==> config.mk <==
export PLATFORM = sky130hd
export DESIGN_NAME = alsu_cmd_driver
export DESIGN_NICKNAME = d
export VERILOG_FILES = /design/src/rtl/alsu_pkg.sv /design/src/rtl/alsu_inv_check.sv /design/src/rtl/alsu_cmd_driver.sv
export SDC_FILE = /design/constraint.sdc
export NUM_CORES = 1
export LEC_CHECK = 0
export CAP_MARGIN = 20
export CORE_MARGIN = 2
export CORE_UTILIZATION = 35
export CTS_BUF_LIST = sky130_fd_sc_hd__clkbuf_4
export CTS_CLUSTER_SIZE = 28
export DETAILED_ROUTE_END_ITERATION = 7
export PLACE_DENSITY = 0.67
export SETUP_SLACK_MARGIN = 0.05
export SLEW_MARGIN = 20
export SYNTH_ARGS = -nofsm -noshare
export SYNTH_HDL_FRONTEND = slang
export SYNTH_SLANG_ARGS = --single-unit
==> constraint.sdc <==
create_clock -name clk -period 2.9 [get_ports clk]
set_input_delay 0.725 -clock clk [delete_from_list [all_inputs] [get_ports clk]]
set_output_delay 0.725 -clock clk [all_outputs]
set_load 0.01 [all_outputs]
==> src/rtl/alsu_pkg.sv <==
// Shared ALSU definitions: opcodes, cmd_flags bit positions and driver FSM states.
package alsu_pkg;

    typedef enum logic [2:0] {
        OP_AND    = 3'd0,
        OP_XOR    = 3'd1,
        OP_ADD    = 3'd2,
        OP_MUL    = 3'd3,
        OP_SHIFT  = 3'd4,
        OP_ROTATE = 3'd5,
        OP_INV6   = 3'd6,
        OP_INV7   = 3'd7
    } alsu_opcode_e;

    localparam int FLAG_RED_OP_A = 6;
    localparam int FLAG_RED_OP_B = 5;
    localparam int FLAG_BYPASS_A = 4;
    localparam int FLAG_BYPASS_B = 3;
    localparam int FLAG_DIR      = 2;
    localparam int FLAG_SERIAL   = 1;
    localparam int FLAG_CIN      = 0;

    typedef logic [1:0] drv_state_t;
    localparam drv_state_t ST_IDLE = 2'd0;
    localparam drv_state_t ST_WAIT = 2'd1;
    localparam drv_state_t ST_RESP = 2'd2;

endpackage

==> src/rtl/alsu_inv_check.sv <==
// Combinational predictor of commands the ALSU treats as invalid (result forced to 0).
module alsu_inv_check
    import alsu_pkg::*;
(
    input  logic [2:0] opcode,
    input  logic       red_op_a,
    input  logic       red_op_b,
    input  logic       bypass_a,
    input  logic       bypass_b,
    output logic       invalid
);

    // Bypass takes precedence inside the ALSU, so a bypassed command is never invalid.
    assign invalid = !bypass_a && !bypass_b &&
                     ((opcode >= OP_INV6) || ((red_op_a || red_op_b) && (opcode >= OP_ADD)));

endmodule

==> src/rtl/alsu_cmd_driver.sv <==
// Valid/ready command-to-pin driver for the ALSU; captures out after LATENCY cycles.
// Optional invalid-command checker enabled by defining ALSU_DRV_CHECK_EN.
module alsu_cmd_driver
    import alsu_pkg::*;
#(
    parameter int LATENCY = 2
)
(
    input  logic       clk,
    input  logic       rst,
    input  logic       cmd_valid,
    output logic       cmd_ready,
    input  logic [2:0] cmd_opcode,
    input  logic [2:0] cmd_a,
    input  logic [2:0] cmd_b,
    input  logic [6:0] cmd_flags,
    output logic       rsp_valid,
    input  logic       rsp_ready,
    output logic [5:0] rsp_data,
    output logic       rsp_invalid,
    output logic       rsp_err,
    output logic       busy,
    output logic [2:0] alsu_a,
    output logic [2:0] alsu_b,
    output logic [2:0] alsu_opcode,
    output logic       alsu_cin,
    output logic       alsu_serial_in,
    output logic       alsu_direction,
    output logic       alsu_red_op_a,
    output logic       alsu_red_op_b,
    output logic       alsu_bypass_a,
    output logic       alsu_bypass_b,
    input  logic [5:0] alsu_out
);

    drv_state_t state_reg;
    logic [3:0] cnt_reg;
    logic       cmd_ready_reg;
    logic       rsp_valid_reg;
    logic [5:0] rsp_data_reg;
    logic [2:0] a_reg;
    logic [2:0] b_reg;
    logic [2:0] opcode_reg;
    logic [6:0] flags_reg;
    logic       accept;
    logic       capture;

    assign accept  = (state_reg == ST_IDLE) && cmd_ready_reg && cmd_valid;
    assign capture = (state_reg == ST_WAIT) && (cnt_reg == 4'd0);

    // cmd_ready is registered so it stays low through reset and rises one edge after release.
    always_ff @(posedge clk) begin
        if (rst) begin
            state_reg     <= ST_IDLE;
            cnt_reg       <= 4'd0;
            cmd_ready_reg <= 1'b0;
            rsp_valid_reg <= 1'b0;
            rsp_data_reg  <= 6'd0;
            a_reg         <= 3'd0;
            b_reg         <= 3'd0;
            opcode_reg    <= 3'd0;
            flags_reg     <= 7'd0;
        end else begin
            case (state_reg)
                ST_IDLE: begin
                    if (accept) begin
                        state_reg     <= ST_WAIT;
                        cmd_ready_reg <= 1'b0;
                        cnt_reg       <= 4'(LATENCY);
                        a_reg         <= cmd_a;
                        b_reg         <= cmd_b;
                        opcode_reg    <= cmd_opcode;
                        flags_reg     <= cmd_flags;
                    end else begin
                        cmd_ready_reg <= 1'b1;
                    end
                end
                ST_WAIT: begin
                    if (capture) begin
                        rsp_data_reg  <= alsu_out;
                        rsp_valid_reg <= 1'b1;
                        state_reg     <= ST_RESP;
                    end else begin
                        cnt_reg <= cnt_reg - 4'd1;
                    end
                end
                ST_RESP: begin
                    if (rsp_ready) begin
                        rsp_valid_reg <= 1'b0;
                        cmd_ready_reg <= 1'b1;
                        state_reg     <= ST_IDLE;
                    end
                end
                default: begin
                    state_reg     <= ST_IDLE;
                    cmd_ready_reg <= 1'b0;
                    rsp_valid_reg <= 1'b0;
                end
            endcase
        end
    end

    assign cmd_ready      = cmd_ready_reg;
    assign busy           = (state_reg != ST_IDLE);
    assign rsp_valid      = rsp_valid_reg;
    assign rsp_data       = rsp_data_reg;
    assign alsu_a         = a_reg;
    assign alsu_b         = b_reg;
    assign alsu_opcode    = opcode_reg;
    assign alsu_red_op_a  = flags_reg[FLAG_RED_OP_A];
    assign alsu_red_op_b  = flags_reg[FLAG_RED_OP_B];
    assign alsu_bypass_a  = flags_reg[FLAG_BYPASS_A];
    assign alsu_bypass_b  = flags_reg[FLAG_BYPASS_B];
    assign alsu_direction = flags_reg[FLAG_DIR];
    assign alsu_serial_in = flags_reg[FLAG_SERIAL];
    assign alsu_cin       = flags_reg[FLAG_CIN];

`ifdef ALSU_DRV_CHECK_EN
    logic inv_pred;
    logic inv_reg;
    logic err_reg;

    alsu_inv_check u_inv_check (
        .opcode   (cmd_opcode),
        .red_op_a (cmd_flags[FLAG_RED_OP_A]),
        .red_op_b (cmd_flags[FLAG_RED_OP_B]),
        .bypass_a (cmd_flags[FLAG_BYPASS_A]),
        .bypass_b (cmd_flags[FLAG_BYPASS_B]),
        .invalid  (inv_pred)
    );

    always_ff @(posedge clk) begin
        if (rst) begin
            inv_reg <= 1'b0;
            err_reg <= 1'b0;
        end else if (accept) begin
            inv_reg <= inv_pred;
            err_reg <= 1'b0;
        end else if (capture) begin
            err_reg <= inv_reg && (alsu_out != 6'd0);
        end
    end

    assign rsp_invalid = inv_reg;
    assign rsp_err     = err_reg;
`else
    assign rsp_invalid = 1'b0;
    assign rsp_err     = 1'b0;
`endif

endmodule

==> results by group <==
Run status
  • Status: complete, no violations

Power and ir drop
  • Lkg Pwr: 0.625 nW
  • Pwr dens: 473 nW/um^2
  • Share of power burned in registers: 0.528
  • Peak supply drop: ~270 uV
  • Power share of the clock group: 0.277
  • Switching share of total power: 0.264
  • Combinational power share: 0.195
  • Total Power: 0.846 mW
  • Switch Pwr: roughly 0.22 mW
  • Pint: 0.623 mW

Timing
  • Final setup viols: 0
  • Crit share post-route: 0.758
  • Fin crit period: 2.20 ns
  • Final Slew Violations: 0
  • RSZ-0062 raised after global routing: no
  • Worst Tran Pin Value: about 0.60 ns
  • Slew HR: 0.601
  • Final setup margin: ~0.70 ns
  • Worst Skew: 0.00273 ns
  • Setup TNS: 0 ns
  • Fmax: 455 MHz
  • Fin. Hold Viols: 0

Setup path
  • Worst path slowest cell: clkdlybuf4s50_1
  • Worst EP arrival: 1.47 ns
  • Startpoint Class: register
  • Cell family with most CP delay: buffers and inverters
  • Critical path origin: state_reg[1]$_SDFFE_PP0P_
  • Worst EP required: 2.17 ns
  • Worst-path cell chain: or2_2 > clkdlybuf4s50_1
  • Crit path largest cell delay: 0.48 ns
  • Crit path buffers/inverters: 1
  • Worst r2r src: cnt_reg[0]$_SDFFE_PP0P_
  • Crit Path Class: reg -> out
  • CP endpoint kind: output pin
  • Worst-path maximum fanout: 9

Synthesis
  • Fraction of registers with async set/reset: 0
  • EDFF count, synth: 0
  • Synth Warn #: 0
  • Share of the synthesized area in the top cell type: 0.493
  • #FFs+latches synth: 30
  • Top cells by area, synth: dfxtp_1 (49%), a21oi_1 (11%), nand2_1 (10%), nand3_1 (3.7%), o21ai_0 (2.9%)
  • Syn_area_per_cell: 8.35 um^2
  • Cells after synthesis: 146
  • Post-synthesis cell type count: 30
  • Sequential cell area fraction in the yosys report: 0.493
  • Prevailing post-synth register cell: dfxtp_1
  • Post-Syn Area: 1220 um^2
  • Leading area contributor after synthesis: dfxtp_1

Layout
  • # fillers: ~330
  • Largest register FFs: 7
  • Antenna diode count: 0
  • Total Nets Final: 223
  • Core Util, Final: 0.537
  • Multi-input gate area: 544 um^2
  • Non-filler instance count after layout: 242
  • Sequential Area: 601 um^2
  • Share of layout cells above drive strength 1: 0.0714
  • Area Overhead vs Synth: 46.9%

Job
  • Number of max-cap violations: 0

Clock tree
  • CTS clock-pin slew for the worst setup and hold paths: 0.09 ns
  • Post-CTS Setup Bufs: 0
  • TritonCTS clock tree: yes
  • Hold Buf Count CTS: 0
  • CTS root buffer: clkbuf_4
  • PostCTS Resize Cnt: 0
  • Clock buffer count from CTS: 5
  • H-tree Lvls: 2
  • Worst-skew pair later-pin latency: between 0.3 and 0.4 ns
  • Clock Tree Buf Depth: 2
  • Clock Sinks: 30

Die
  • Die width: 63.0 um
  • DIE HEIGHT: 63.0 um
  • I/O pin cnt: 53
  • Placement row count: 21
  • Core Region: approximately 3300 um^2
  • Initial core utilization: 0.365
  • Total Die Area: 3970 um^2

Min path
  • Hold path startpoint: rsp_valid$_SDFFE_PP0P_
  • HP Class: reg -> reg

Detailed routing
  • Iter 0 DRT Violations: 27
  • Via density: 4.76
  • TritonRoute pass-1 iters: 4
  • Routed len/inst: 12.1 um
  • ANT nets after route: 0
  • Vias: 1152
  • Post-Route WL: 2940 um
  • DRC violations left: 0

Placed design
  • Placer congestion estimate: roughly 0.72
  • Dpl cells: between 200 and 250
  • I/O Buffers: 50
  • DP HPWL: 2090 um
  • DP Worst Slack: 0.877 ns

Global route
  • GRT Total Usage: 0.158
  • First-pass GRT wire length: 4950 um
  • Grt ovf: 0
  • Number of global-route vias before repair: 1122
  • Initial antenna violation count: 0
  • Largest net degree at the start of global routing: 31
==> final cells by class <==
type                            instances  area share
Clock buffer                            6      0.0252
Sequential cell                        30       0.335
Inverter                                3     0.00629
Timing Repair Buffer                   53       0.292
Tap cell                               46      0.0321
Clock inverter                          2     0.00489
Multi-Input combinational cell        102       0.304
==> worst min-delay path, cell delays in order, from the launching register on <==
cell and delay [ns]:
dfxtp_1 0.32, nand2_1 0.05, a21oi_1 0.05
==> cell families (layout without fill, tap and decap cells) <==
group,Yosys count,count (layout),synth area share
flip-flops,30,30,0.493
AND/OR/NAND/NOR,57,57,0.239
other,1,2,0.00308
adder cells (fa/ha/maj),2,2,0.0205
buffers and inverters,15,64,0.0636
AO/OA/AOI/OAI,41,41,0.181
==> cell usage in the layout, fill, tap and decap left out, drive strengths merged, types with 2 or more instances in the layout <==
master         instances
nand3                  9
conb                   2
ha                     2
a31oi                  2
nand2b                 2
clkdlybuf4s50         50
inv                    3
and4bb                 2
a21oi                 28
dfxtp                 30
clkbuf                 6
clkinv                 2
o21ai                  7
buf                    3
nand2                 34
==> synth_stat cells (all sizes together), types with 2 or more instances <==
master	number
nand2b	2
and4bb	2
nand3	9
ha	2
clkbuf	4
o21ai	7
nand2	34
a21oi	28
dfxtp	30
a31oi	2
buf	8
inv	3
==> metrics by stage <==
step / instance area [um^2] / hold slack (ns)
global route: 1790 / 0.477
detailed placement: 1740 / 0.446
CTS: 1790 / 0.459
floorplan: 1220 / 0.481
global placement: 1740 / 0.442
finish: 1790 / 0.456
==> routing by layer <==
metal / global-route usage / routed length [um] / share of wire / vias to the layer above
li1: - / - / - / 590
met1: 0.177 / 1210 / 0.41 / 518
met2: 0.266 / 1440 / 0.49 / 39
met3: 0.0541 / 219 / 0.075 / 5
met4: 0.0750 / 60 / 0.020 / 0
met5: 0 / 0 / 0 / -
==> power groups by stage <==
stage	clock [mW]	sequential [mW]	combinational [mW]
floorplan	0	0.464	0.0737
global placement	0	0.456	0.163
detailed placement	0	0.457	0.167
CTS	0.242	0.447	0.168
global route	0.263	0.451	0.182
finish	0.234	0.447	0.165
==> worst paths after layout <==
check / cells after the start / slack [ns] / end
hold reg to reg: 2 / 0.46 / rsp_valid$_SDFFE_PP0P_
setup reg to reg: 5 / 1.34 / cnt_reg[1]$_SDFFE_PP0P_
setup / recovery: 2 / 0.70 / busy
hold / removal: 2 / 0.46 / rsp_valid$_SDFFE_PP0P_
Power figures use the tool's default switching activity.
